`config.mk`:
```
export PLATFORM = sky130hd
export DESIGN_NAME = hazard_forward_ctrl
export DESIGN_NICKNAME = d
export VERILOG_FILES = /design/src/rtl/hazard_forward_ctrl.sv
export SDC_FILE = /design/constraint.sdc
export NUM_CORES = 1
export LEC_CHECK = 0
export CAP_MARGIN = 20
export CORE_ASPECT_RATIO = 1.75
export CORE_UTILIZATION = 45
export DETAILED_ROUTE_END_ITERATION = 8
export HOLD_SLACK_MARGIN = 0.02
export PLACE_DENSITY_LB_ADDON = 0.25
export SYNTH_ARGS = -nofsm -noshare
export SYNTH_HDL_FRONTEND = slang
export SYNTH_SLANG_ARGS = --single-unit
```
`constraint.sdc`:
```
create_clock -name clk_i -period 7.4 [get_ports clk_i]
set_input_delay 1.48 -clock clk_i [delete_from_list [all_inputs] [get_ports clk_i]]
set_output_delay 1.48 -clock clk_i [all_outputs]
set_load 0.005 [all_outputs]
```
`src/rtl/hazard_forward_ctrl.sv`:
```
// hazard_forward_ctrl: load-use bubble insertion, EX operand forwarding,
// branch/jump flush and data-memory wait freeze for the 5-stage core.
// Control outputs are Mealy: they react to the current ID/EX/MEM inputs
// in the same cycle, and are masked to RUN values while rst_i is high.
module hazard_forward_ctrl #(
  parameter int REG_AW      = 5,
  parameter int NUM_SRC     = 2,
  parameter int LOAD_LAT    = 1,
  parameter int MEM_TIMEOUT = 0,
  parameter int CNT_W       = 16
) (
  input  logic                      clk_i,
  input  logic                      rst_i,
  input  logic                      id_valid_i,
  input  logic [NUM_SRC*REG_AW-1:0] id_src_i,
  input  logic [NUM_SRC-1:0]        id_src_used_i,
  input  logic                      id_redirect_i,
  input  logic                      ex_valid_i,
  input  logic                      ex_memread_i,
  input  logic [REG_AW-1:0]         ex_rd_i,
  input  logic [NUM_SRC*REG_AW-1:0] ex_src_i,
  input  logic                      mem_valid_i,
  input  logic                      mem_regwrite_i,
  input  logic [REG_AW-1:0]         mem_rd_i,
  input  logic                      mem_req_i,
  input  logic                      mem_ready_i,
  input  logic                      wb_valid_i,
  input  logic                      wb_regwrite_i,
  input  logic [REG_AW-1:0]         wb_rd_i,
  output logic                      pc_write_o,
  output logic                      ifid_write_o,
  output logic                      ifid_flush_o,
  output logic                      idex_bubble_o,
  output logic                      pipe_hold_o,
  output logic [2*NUM_SRC-1:0]      fwd_sel_o,
  output logic                      mem_timeout_o,
  output logic [CNT_W-1:0]          stall_cnt_o
);

  // Wait counter is wide enough to reach MEM_TIMEOUT and still saturate above it.
  localparam int                WAIT_W    = $clog2(MEM_TIMEOUT + 2) + 1;
  localparam logic [WAIT_W-1:0] TIMEOUT_V = WAIT_W'(MEM_TIMEOUT);
  localparam logic [2:0]        LCNT_INIT = 3'(LOAD_LAT - 1);

  typedef enum logic [1:0] {
    ST_RUN,
    ST_LOAD_STALL,
    ST_MEM_WAIT
  } state_t;

  state_t            r_state;
  state_t            w_state_nxt;
  state_t            r_resume;
  state_t            w_resume_nxt;
  state_t            w_eff_state;
  logic [2:0]        r_lcnt;
  logic [2:0]        w_lcnt_nxt;
  logic [WAIT_W-1:0] r_wait_cnt;
  logic [WAIT_W-1:0] w_wait_nxt;
  logic              r_timeout;
  logic              w_timeout_nxt;
  logic [CNT_W-1:0]  r_stall_cnt;
  logic              w_src_hit;
  logic              w_load_use;
  logic              w_mem_stall;
  logic              w_freeze;

  // Does any used ID source name the register the EX-stage load writes?
  always_comb begin
    w_src_hit = 1'b0;
    for (int unsigned k = 0; k < NUM_SRC; k++) begin
      if (id_src_used_i[k] && (id_src_i[k*REG_AW +: REG_AW] == ex_rd_i)) begin
        w_src_hit = 1'b1;
      end
    end
  end

  assign w_load_use  = ex_valid_i & ex_memread_i & (ex_rd_i != '0) & id_valid_i & w_src_hit;
  assign w_mem_stall = mem_req_i & ~mem_ready_i;

  // The ready cycle of a memory wait is not frozen; it behaves as the
  // resume state so a pending load-use or bubble sequence continues there.
  assign w_freeze = (r_state == ST_MEM_WAIT) ? ~mem_ready_i : w_mem_stall;

  // Next-state and Mealy control outputs.
  always_comb begin
    w_state_nxt   = r_state;
    w_resume_nxt  = r_resume;
    w_lcnt_nxt    = r_lcnt;
    w_wait_nxt    = r_wait_cnt;
    w_timeout_nxt = r_timeout;
    w_eff_state   = r_state;
    pc_write_o    = 1'b1;
    ifid_write_o  = 1'b1;
    ifid_flush_o  = 1'b0;
    idex_bubble_o = 1'b0;
    pipe_hold_o   = 1'b0;

    if (r_state == ST_MEM_WAIT) begin
      if ((MEM_TIMEOUT != 0) && (r_wait_cnt == TIMEOUT_V)) begin
        w_timeout_nxt = 1'b1;
      end
      if (mem_ready_i) begin
        w_eff_state = r_resume;
      end
    end

    if (rst_i) begin
      w_state_nxt = ST_RUN;
    end else if (w_freeze) begin
      pc_write_o   = 1'b0;
      ifid_write_o = 1'b0;
      pipe_hold_o  = 1'b1;
      w_state_nxt  = ST_MEM_WAIT;
      if (r_state == ST_MEM_WAIT) begin
        if (r_wait_cnt != '1) begin
          w_wait_nxt = r_wait_cnt + WAIT_W'(1);
        end
      end else begin
        w_wait_nxt   = WAIT_W'(1);
        w_resume_nxt = r_state;
      end
    end else begin
      case (w_eff_state)
        ST_LOAD_STALL: begin
          pc_write_o    = 1'b0;
          ifid_write_o  = 1'b0;
          idex_bubble_o = 1'b1;
          if (r_lcnt <= 3'd1) begin
            w_state_nxt = ST_RUN;
            w_lcnt_nxt  = '0;
          end else begin
            w_state_nxt = ST_LOAD_STALL;
            w_lcnt_nxt  = r_lcnt - 3'd1;
          end
        end
        default: begin
          w_state_nxt = ST_RUN;
          if (w_load_use) begin
            pc_write_o    = 1'b0;
            ifid_write_o  = 1'b0;
            idex_bubble_o = 1'b1;
            if (LOAD_LAT > 1) begin
              w_state_nxt = ST_LOAD_STALL;
              w_lcnt_nxt  = LCNT_INIT;
            end
          end else begin
            ifid_flush_o = id_redirect_i;
          end
        end
      endcase
    end
  end

  // FSM state register.
  always_ff @(posedge clk_i) begin
    if (rst_i) begin
      r_state    <= ST_RUN;
      r_resume   <= ST_RUN;
      r_lcnt     <= '0;
      r_wait_cnt <= '0;
    end else begin
      r_state    <= w_state_nxt;
      r_resume   <= w_resume_nxt;
      r_lcnt     <= w_lcnt_nxt;
      r_wait_cnt <= w_wait_nxt;
    end
  end

  // Sticky timeout flag and saturating stall-cycle counter.
  always_ff @(posedge clk_i) begin
    if (rst_i) begin
      r_timeout   <= 1'b0;
      r_stall_cnt <= '0;
    end else begin
      r_timeout <= w_timeout_nxt;
      if (!pc_write_o && (r_stall_cnt != '1)) begin
        r_stall_cnt <= r_stall_cnt + CNT_W'(1);
      end
    end
  end

  // Per-slot forward select, MEM result preferred over WB.
  always_comb begin
    fwd_sel_o = '0;
    if (!rst_i) begin
      for (int unsigned k = 0; k < NUM_SRC; k++) begin
        if (mem_valid_i && mem_regwrite_i && (mem_rd_i != '0) &&
            (mem_rd_i == ex_src_i[k*REG_AW +: REG_AW])) begin
          fwd_sel_o[2*k +: 2] = 2'b10;
        end else if (wb_valid_i && wb_regwrite_i && (wb_rd_i != '0) &&
                     (wb_rd_i == ex_src_i[k*REG_AW +: REG_AW])) begin
          fwd_sel_o[2*k +: 2] = 2'b01;
        end
      end
    end
  end

  assign mem_timeout_o = r_timeout;
  assign stall_cnt_o   = r_stall_cnt;

endmodule

```
Word-level counts from Yosys, hierarchy flattened

Index checks and enable logic that the tools add are counted.

Bitwise logic cells: 9
Reductions and logical operators: 18
Equal/unequal tests: 9
$lt $le $gt $ge: 1
Multiplexer cells: 28
$add $sub $neg: 2

Operators by type and width:

| cell                    | count |
|---|---|
| $eq A5 B5 Y1            | 6 |
| $mux W1                 | 20 |
| $add A16 B1 Y16 const B | 1 |
| $ne A16 B16 Y1 const B  | 1 |
| $reduce_bool A5 Y1      | 3 |
| $mux W2                 | 6 |
| $logic_and A1 B1 Y1     | 11 |
| $and A1 B1 Y1           | 5 |
| $mux W4                 | 1 |
| $not A1 Y1              | 4 |
| $reduce_and A2 Y1       | 2 |
| $le A3 B1 Y1 const B    | 1 |
| $mux W3                 | 1 |
| $reduce_or A3 Y1        | 1 |
| $sub A3 B1 Y3 const B   | 1 |
| $eq A2 B1 Y1 const B    | 1 |
| $eq A2 B2 Y1 const B    | 1 |
| $logic_not A1 Y1        | 1 |

Flip-flop bits (word level): 23
Output and inout bits: 26

Logic depth before layout (Yosys ltp)

Gate-level depths: netlist of run 1.

Depth in word-level cells: 11
Gate-level depth with buffers: 8
Gate-level depth less buffers: 6

Worst setup path before layout of run 1

OpenSTA, ideal clock, no wires.

Kind: input-to-output
Start: in ex_rd_i[0]
End: out pc_write_o
Stages on the path: 8
Data required time: 5.920 ns
Arrival: 3.071 ns
Path buffers: 3
Setup slack: 2.849 ns
Cell sequence: or4_1 > o2111ai_1 > inv_1 > a211oi_4 > buf_6 > buf_6 > or2_1 > buf_4

Cells in the longest elaborated chain, start to end: 9

RTL lines:

| element                  | RTL line | RTL |
|---|---|---|
| from (decl)              | 20       | `input logic [REG_AW-1:0] ex_rd_i,` |
| $eq A5 B5 Y1             | 72       | `if (id_src_used_i[k] && (id_src_i[k*REG_AW +: REG_AW] == ex_rd_i)) begin` |
| $logic_and A1 B1 Y1      | 72       |  |
| $mux W1 (2 in a row)     | 72       |  |
| $and A1 B1 Y1 (*)        | 78       | `assign w_load_use = ex_valid_i & ex_memread_i & (ex_rd_i != '0) & id_valid_i & w_src_hit;` |
| $mux W1 (*) (4 in a row) | n/a      |  |
| to (decl)                | 30       | `output logic pc_write_o,` |

Mark *: on every way between the ends. The rest lies on a longest branch, timed or not.

Final worst setup path of run 1

Start: in ex_rd_i[0]
End: out ifid_flush_o

Cells in the longest elaborated chain, start to end: 9

RTL lines:

| element              | RTL line | RTL |
|---|---|---|
| $eq A5 B5 Y1         | 72       |  |
| $logic_and A1 B1 Y1  | 72       |  |
| $mux W1 (2 in a row) | 72       |  |
| $and A1 B1 Y1 (*)    | 78       |  |
| $mux W1 (*)          | 139      | `if (w_load_use) begin` |
| $mux W1 (*)          | 124      | `case (w_eff_state)` |
| $mux W1 (*)          | 110      | `end else if (w_freeze) begin` |
| $mux W1 (*)          | 108      | `if (rst_i) begin` |
| to (decl)            | 32       | `output logic ifid_flush_o,` |

Marked as above.

==> implementation parameters, run 1 <==
Parameter                              Value

Floorplanning
  Number of placement rows ... 28
  Effective utilization at floorplan ... 48.2%
  Core outline area ... 3470 um^2
  Ports ... 75
  Overall die width ... 48.1 um
  Vertical die dimension ... 82.6 um
  Full die area ... 3970 um^2

Detailed routing
  Detailed Route Iter0 Violations ... 48
  Routed wire per std cell ... 14.2 um
  Via count of the routed design ... 1780
  Number of detailed-route iterations in the first pass ... 4
  Final antenna-violating net count ... 0
  Vias per cell ... 5.65
  Number of DRC violations after detailed routing ... 0
  Final WL ... 4480 um

Clock tree
  Skew-Pair Late Insertion Delay ... 0.26 ns
  Sink Count ... 23
  Number of clock buffers inserted by TritonCTS ... 3
  Buffers inserted during post-CTS setup optimization ... 0
  CTS root buf ... clkbuf_8
  Clock transition time at the flip-flop clock pins of the worst setup and hold paths ... 0.08 ns
  Count of cells resized by post-cts repair ... 0
  Number of hold buffers added after CTS ... 0
  Maximum level of the CTS H-tree ... 1
  Clock tree from TritonCTS ... done
  Deepest clock path buffer count ... 2

Timing
  Transition time of the tightest slew-check pin ... 0.542 ns
  Final-report max-slew violation count ... 0
  Final count of hold timing violations ... 0
  Unrepaired setup endpoints after global routing ... no
  Time the final worst path needs with I/O delays and setup ... 5.54 ns
  Rel. slew slack ... 63.8%
  Fraction of the cycle the final worst path needs ... 74.9%
  Max Clock Freq ... 181 MHz
  Setup TNS Final ... 0 ns
  Layout Skew ... 0.00228 ns
  Final Setup Violations ... 0

Critical path
  Cells along the critical path ... clkdlybuf4s50_1 -> or4_1 -> o2111ai_1 -> inv_1 -> a211oi_4 -> and3_1 -> clkdlybuf4s50_1
  CP startpoint kind ... input pin
  Data required time of the worst path ... 5.92 ns
  Cell at the slowest stage of the critical path ... or4_1
  Highest cell delay on the worst timing path ... 0.55 ns
  Buffering stage count on the worst path with inverters included ... 3
  Setup crit end kind ... primary output
  Data arrival time of the critical path ... 4.06 ns
  Crit path max fanout ... 14
  Top cell by count, worst path ... clkdlybuf4s50_1
  Top cell family by delay on the critical path ... buffers and inverters
  Worst Setup Path Type ... in2out

Yosys
  Synthesized instance count ... 201
  Asr flop ratio synth ... 0%
  Post-synthesis average cell area ... 8.31 um^2
  Synth cell types ... 48
  Sequential area share after synthesis ... 27.6%
  Dominant register cell in the synthesized netlist ... dfxtp_1
  Total of flip-flops plus latches after synthesis ... 23
  Mapped Area ... 1670 um^2
  Yosys warns ... 0
  Count of flip-flops with a built-in enable after synthesis ... 0
  Net count after synthesis ... 253

Power
  Power share of the clock group ... 28.7%
  Switching Share ... 24.5%
  NetSw ... 0.0000657 W
  Pwr dens ... 109 nW/um^2
  Max IR drop VDD ... 0.0000719 V
  Leakage power total ... 0.809 nW
  Internal power contribution ... 0.000202 W
  Comb pwr share ... 24.3%
  Total power ... 0.000268 W
  Proportion of power drawn by flip-flops and latches ... 47.0%

Placement
  RePlAce Congestion ... 0.860
  Count of input and output buffers ... 73
  Post-place instance area ... 2410 um^2
  Final HPWL DP ... 3650 um

Finish
  Number of nets at the end of the flow ... 323
  Count of inserted antenna diode cells ... 0
  Most common cell after layout, fill and taps aside ... clkdlybuf4s50_1
  Fraction of final layout cells with drive strength greater than 1 ... 6.30%
  Most frequent cells in the layout ... clkdlybuf4s50_1 (73), dfxtp_1 (23), xnor2_1 (18)
  Area growth from synthesis to final layout ... 47.5%
  Final std cell area, no fill ... 2460 um^2

Global route
  Number of global-route vias before repair ... 1680
  Antenna violations before repair ... 0
  Global-route total usage across every layer ... 24.6%
  First-pass GRT wire length ... 7110 um
  Final global-route overflow total ... 0
  Pin count of the biggest net entering global routing ... 29

Flow run
  Total of max-cap violations ... 0

Min path
  Worst hold path type ... reg2reg

Status
  Result of the run ... completed
## power groups by stage
stage / combinational (W) / clock [W] / sequential, W
finish: 0.0000650 / 0.0000768 / 0.000126
CTS: 0.0000653 / 0.0000783 / 0.000126
global placement: 0.0000644 / 0 / 0.000129
global route: 0.0000701 / 0.0000844 / 0.000126
floorplan: 0.0000277 / 0 / 0.000129
detailed placement: 0.0000650 / 0 / 0.000129
## worst min-delay path: stages, from the launching register on
cell and delay, ns:
dfxtp_1 0.32, o21ai_0 0.07, a21oi_1 0.06
## synth_stat cells (3+ instances only)
| cell | instances | area (um^2) |
|---|---|---|
| buf_4 | 3 | 22.5 |
| dfxtp_1 | 23 | 460 |
| xor2_1 | 12 | 105 |
| and3_1 | 3 | 18.8 |
| nor3_1 | 5 | 25.0 |
| nor2b_1 | 3 | 18.8 |
| nor4_1 | 4 | 25.0 |
| or4_1 | 12 | 90.1 |
| nand4_1 | 6 | 37.5 |
| nand2_1 | 8 | 30.0 |
| nand3_1 | 9 | 45.0 |
| xnor2_1 | 18 | 158 |
| a21oi_1 | 14 | 70.1 |
| nor2_1 | 16 | 60.1 |
| ha_1 | 3 | 37.5 |
| clkbuf_1 | 4 | 15.0 |
| or3_1 | 3 | 18.8 |
| o31ai_1 | 9 | 67.6 |
| inv_1 | 7 | 26.3 |
## layout make-up
cell class,instances,area [um^2]
Clock buffer,4,45.0
Multi-Input combinational cell,160,1120
Timing Repair Buffer,76,757
Tap cell,45,56.3
Inverter,7,26.3
Fill cell,277,1000
Sequential cell,23,460
## registers in the layout, summed over array words and instances, names as in the netlist
name / flops
r_lcnt: 3
r_state: 2
r_resume: 2
stall_cnt_o: 16
## routing by layer
metal / GRT usage, % / up-vias / part of all wire [%]
met2: 46.8 / 61 / 61
met4: 9.44 / 0 / 1.6
met1: 24.1 / 835 / 33
met3: 4.78 / 6 / 4.7
li1: - / 878 / -
met5: 0 / - / 0
## worst paths after layout
check / slack, ns / cells after the start / start / endpoint
worst min-delay path: 0.49 / 2 / r_resume[0] / r_resume[0]
worst min register to register: 0.49 / 2 / r_resume[0] / r_resume[0]
worst max register to register: 5.28 / 7 / r_state[1] / stall_cnt_o[8]
worst max-delay path: 1.86 / 7 / ex_rd_i[0] / ifid_flush_o
## metrics by stage
step | util [%] | hold slack, ns | cells | setup slack [ns]
floorplan | - | 0.454 | 201 | 2.85
global placement | 69.4 | 0.466 | 310 | 1.89
finish | 71.0 | 0.489 | 315 | 1.86
global route | 71.0 | 0.534 | 315 | 1.76
detailed placement | 69.4 | 0.475 | 310 | 1.88
CTS | 70.7 | 0.486 | 314 | 1.87
## cells by family (layout without fill, tap and decap cells)
family,after synthesis,in the layout,share of synthesized area [%]
compound gates,43,43,18.1
xor+xnor,30,30,15.7
fa+ha+maj,3,3,2.25
buf+inv,18,87,5.77
flops,23,23,27.6
mux,3,3,2.40
other cells,1,1,0.225
simple gates,80,80,27.9
No activity file was read; power rests on OpenSTA's default activity.
==> inputs of run 2 (changes only) <==
CORE_UTILIZATION = 42   (was 45)
clock period = 5.3 ns   (was 7.4 ns; I/O delays follow)
==> implementation parameters, run 2 (synthesis gave the netlist of run 1 again) <==
Parameter                              Value

Timing
  Setup TNS Final ... 0 ns
  Final count of hold timing violations ... 0
  Layout Skew ... 0.00395 ns
  Unrepaired setup endpoints after global routing ... no
  Time the final worst path needs with I/O delays and setup ... 4.39 ns
  Max Clock Freq ... 228 MHz
  Hold_ws ... 0.484 ns
  Final-report max-slew violation count ... 0
  Fraction of the cycle the final worst path needs ... 82.8%
  Final Setup Violations ... 0

Placement
  RePlAce Congestion ... 0.786
  Final HPWL DP ... 3180 um
  Count of input and output buffers ... 73

Power
  Comb pwr share ... 23.7%
  Power share of the clock group ... 29.4%
  Switching Share ... 25.1%
  Max IR drop VDD ... 0.0000906 V
  Leakage power total ... 0.811 nW
  Pwr dens ... 152 nW/um^2
  Proportion of power drawn by flip-flops and latches ... 46.8%
  Internal power contribution ... 0.000281 W
  NetSw ... 0.0000940 W

Detailed routing
  Final WL ... 3900 um
  Number of detailed-route iterations in the first pass ... 6
  Via count of the routed design ... 1769
  Detailed Route Iter0 Violations ... 30
  Final antenna-violating net count ... 0
  Routed wire per std cell ... 12.2 um
  Number of DRC violations after detailed routing ... 1
  Vias per cell ... 5.56

Finish
  Number of nets at the end of the flow ... 323
  Filler cell count in the final layout ... 365
  Most common cell after layout, fill and taps aside ... clkdlybuf4s50_1
  Area growth from synthesis to final layout ... 47.3%
  Number of flip-flops under the largest register name ... 16
  Multi-input gate area in the final layout ... 1110 um^2
  Most frequent cells in the layout ... clkdlybuf4s50_1 (73), dfxtp_1 (23), xnor2_1 (18)
  Count of inserted antenna diode cells ... 0
  Fraction of final layout cells with drive strength greater than 1 ... 6.30%
  Area used by sequential logic in the layout ... 460 um^2

Clock tree
  Sink Count ... 23
  Buffers inserted during post-CTS setup optimization ... 0
  CTS root buf ... clkbuf_8
  Deepest clock path buffer count ... 2
  Skew-Pair Late Insertion Delay ... 0.27 ns
  Count of cells resized by post-cts repair ... 0
  Clock tree from TritonCTS ... done
  Number of hold buffers added after CTS ... 0
  Maximum level of the CTS H-tree ... 1
  Clock transition time at the flip-flop clock pins of the worst setup and hold paths ... 0.08 ns
  Number of clock buffers inserted by TritonCTS ... 3

Global route
  Number of global-route vias before repair ... 1654
  Pin count of the biggest net entering global routing ... 31
  First-pass GRT wire length ... 6560 um
  Final global-route overflow total ... 0
  Global-route total usage across every layer ... 19.4%
  Antenna violations before repair ... 0

Critical path
  Highest cell delay on the worst timing path ... 0.54 ns
  Top cell family by delay on the critical path ... buffers and inverters
  Cells along the critical path ... clkdlybuf4s50_1 -> or4_1 -> o2111ai_1 -> inv_1 -> a211oi_4 -> and3_1 -> clkdlybuf4s50_1
  Top cell by count, worst path ... clkdlybuf4s50_1
  Data required time of the worst path ... 4.24 ns
  Cell at the slowest stage of the critical path ... or4_1
  Setup crit end kind ... primary output
  CP startpoint kind ... input pin
  Worst Setup Path Type ... in2out
  Crit path max fanout ... 3
  Data arrival time of the critical path ... 3.33 ns
  Buffering stage count on the worst path with inverters included ... 3

Floorplanning
  Effective utilization at floorplan ... 43.6%
  Core outline area ... 3830 um^2
  Number of placement rows ... 30
  Ports ... 75
  Vertical die dimension ... 85.4 um
  Overall die width ... 49.7 um
  Full die area ... 4240 um^2

Status
  Result of the run ... complete, but fails checks
  Violated checks ... design-rule violations

Flow run
  Total of max-cap violations ... 0

Min path
  Worst hold path type ... reg2reg
## run 2: cell count changes in the layout (fill, tap and decap cells not counted), sizes merged
cell,before,now
clkinv,0,1
clkbuf,4,3
## run 2: power groups by stage
stage / Sequential, W / Combinational [W] / Clock, W
CTS: 0.000176 / 0.0000900 / 0.000114
global placement: 0.000180 / 0.0000887 / 0
floorplan: 0.000180 / 0.0000386 / 0
global route: 0.000176 / 0.0000964 / 0.000118
detailed placement: 0.000180 / 0.0000897 / 0
finish: 0.000176 / 0.0000890 / 0.000110
## run 2: worst paths after layout
path                             startpoint              to  slack [ns]  cells past startpoint
worst max-delay path             ex_rd_i[0]    ifid_flush_o        0.91                      7
worst min register to register  r_resume[0]     r_resume[0]        0.48                      2
worst max register to register   r_state[1]  stall_cnt_o[9]        3.23                      7
worst min-delay path            r_resume[0]     r_resume[0]        0.48                      2
## run 2: metrics by stage
| step | power (W) | instance area [um^2] | utilization [%] | std cells | worst slack [ns] |
|---|---|---|---|---|---|
| CTS | 0.000380 | 2460 | 64.2 | 318 | 0.886 |
| finish | 0.000375 | 2460 | 64.2 | 318 | 0.911 |
| floorplan | 0.000218 | 1670 | - | 201 | 1.59 |
| global route | 0.000391 | 2460 | 64.2 | 318 | 0.823 |
| detailed placement | 0.000270 | 2410 | 63.0 | 314 | 0.896 |
| global placement | 0.000269 | 2410 | 63.0 | 314 | 0.930 |
## run 2: cell type report
| class | count | share of cell area (%) |
|---|---|---|
| Sequential cell | 23 | 18.7 |
| Timing Repair Buffer | 76 | 30.6 |
| Multi-Input combinational cell | 160 | 45.3 |
| Clock inverter | 1 | 0.203 |
| Inverter | 7 | 1.07 |
| Tap cell | 48 | 2.44 |
| Clock buffer | 3 | 1.68 |
## run 2: worst reg2reg max path, cell delays in order (launching register included)
cell      delay, ns
dfxtp_1        0.37
nor2b_1        0.18
nor2_1         0.06
nor2_1         0.34
a211oi_4       0.09
buf_4          0.24
nor4_2         0.36
mux2_4         0.32
## run 2: layer usage
metal	part of all wire, %	GRT usage [%]
met1	36	18.4
met2	58	40.2
met3	3.8	1.08
met4	2.1	8.31
met5	0	0
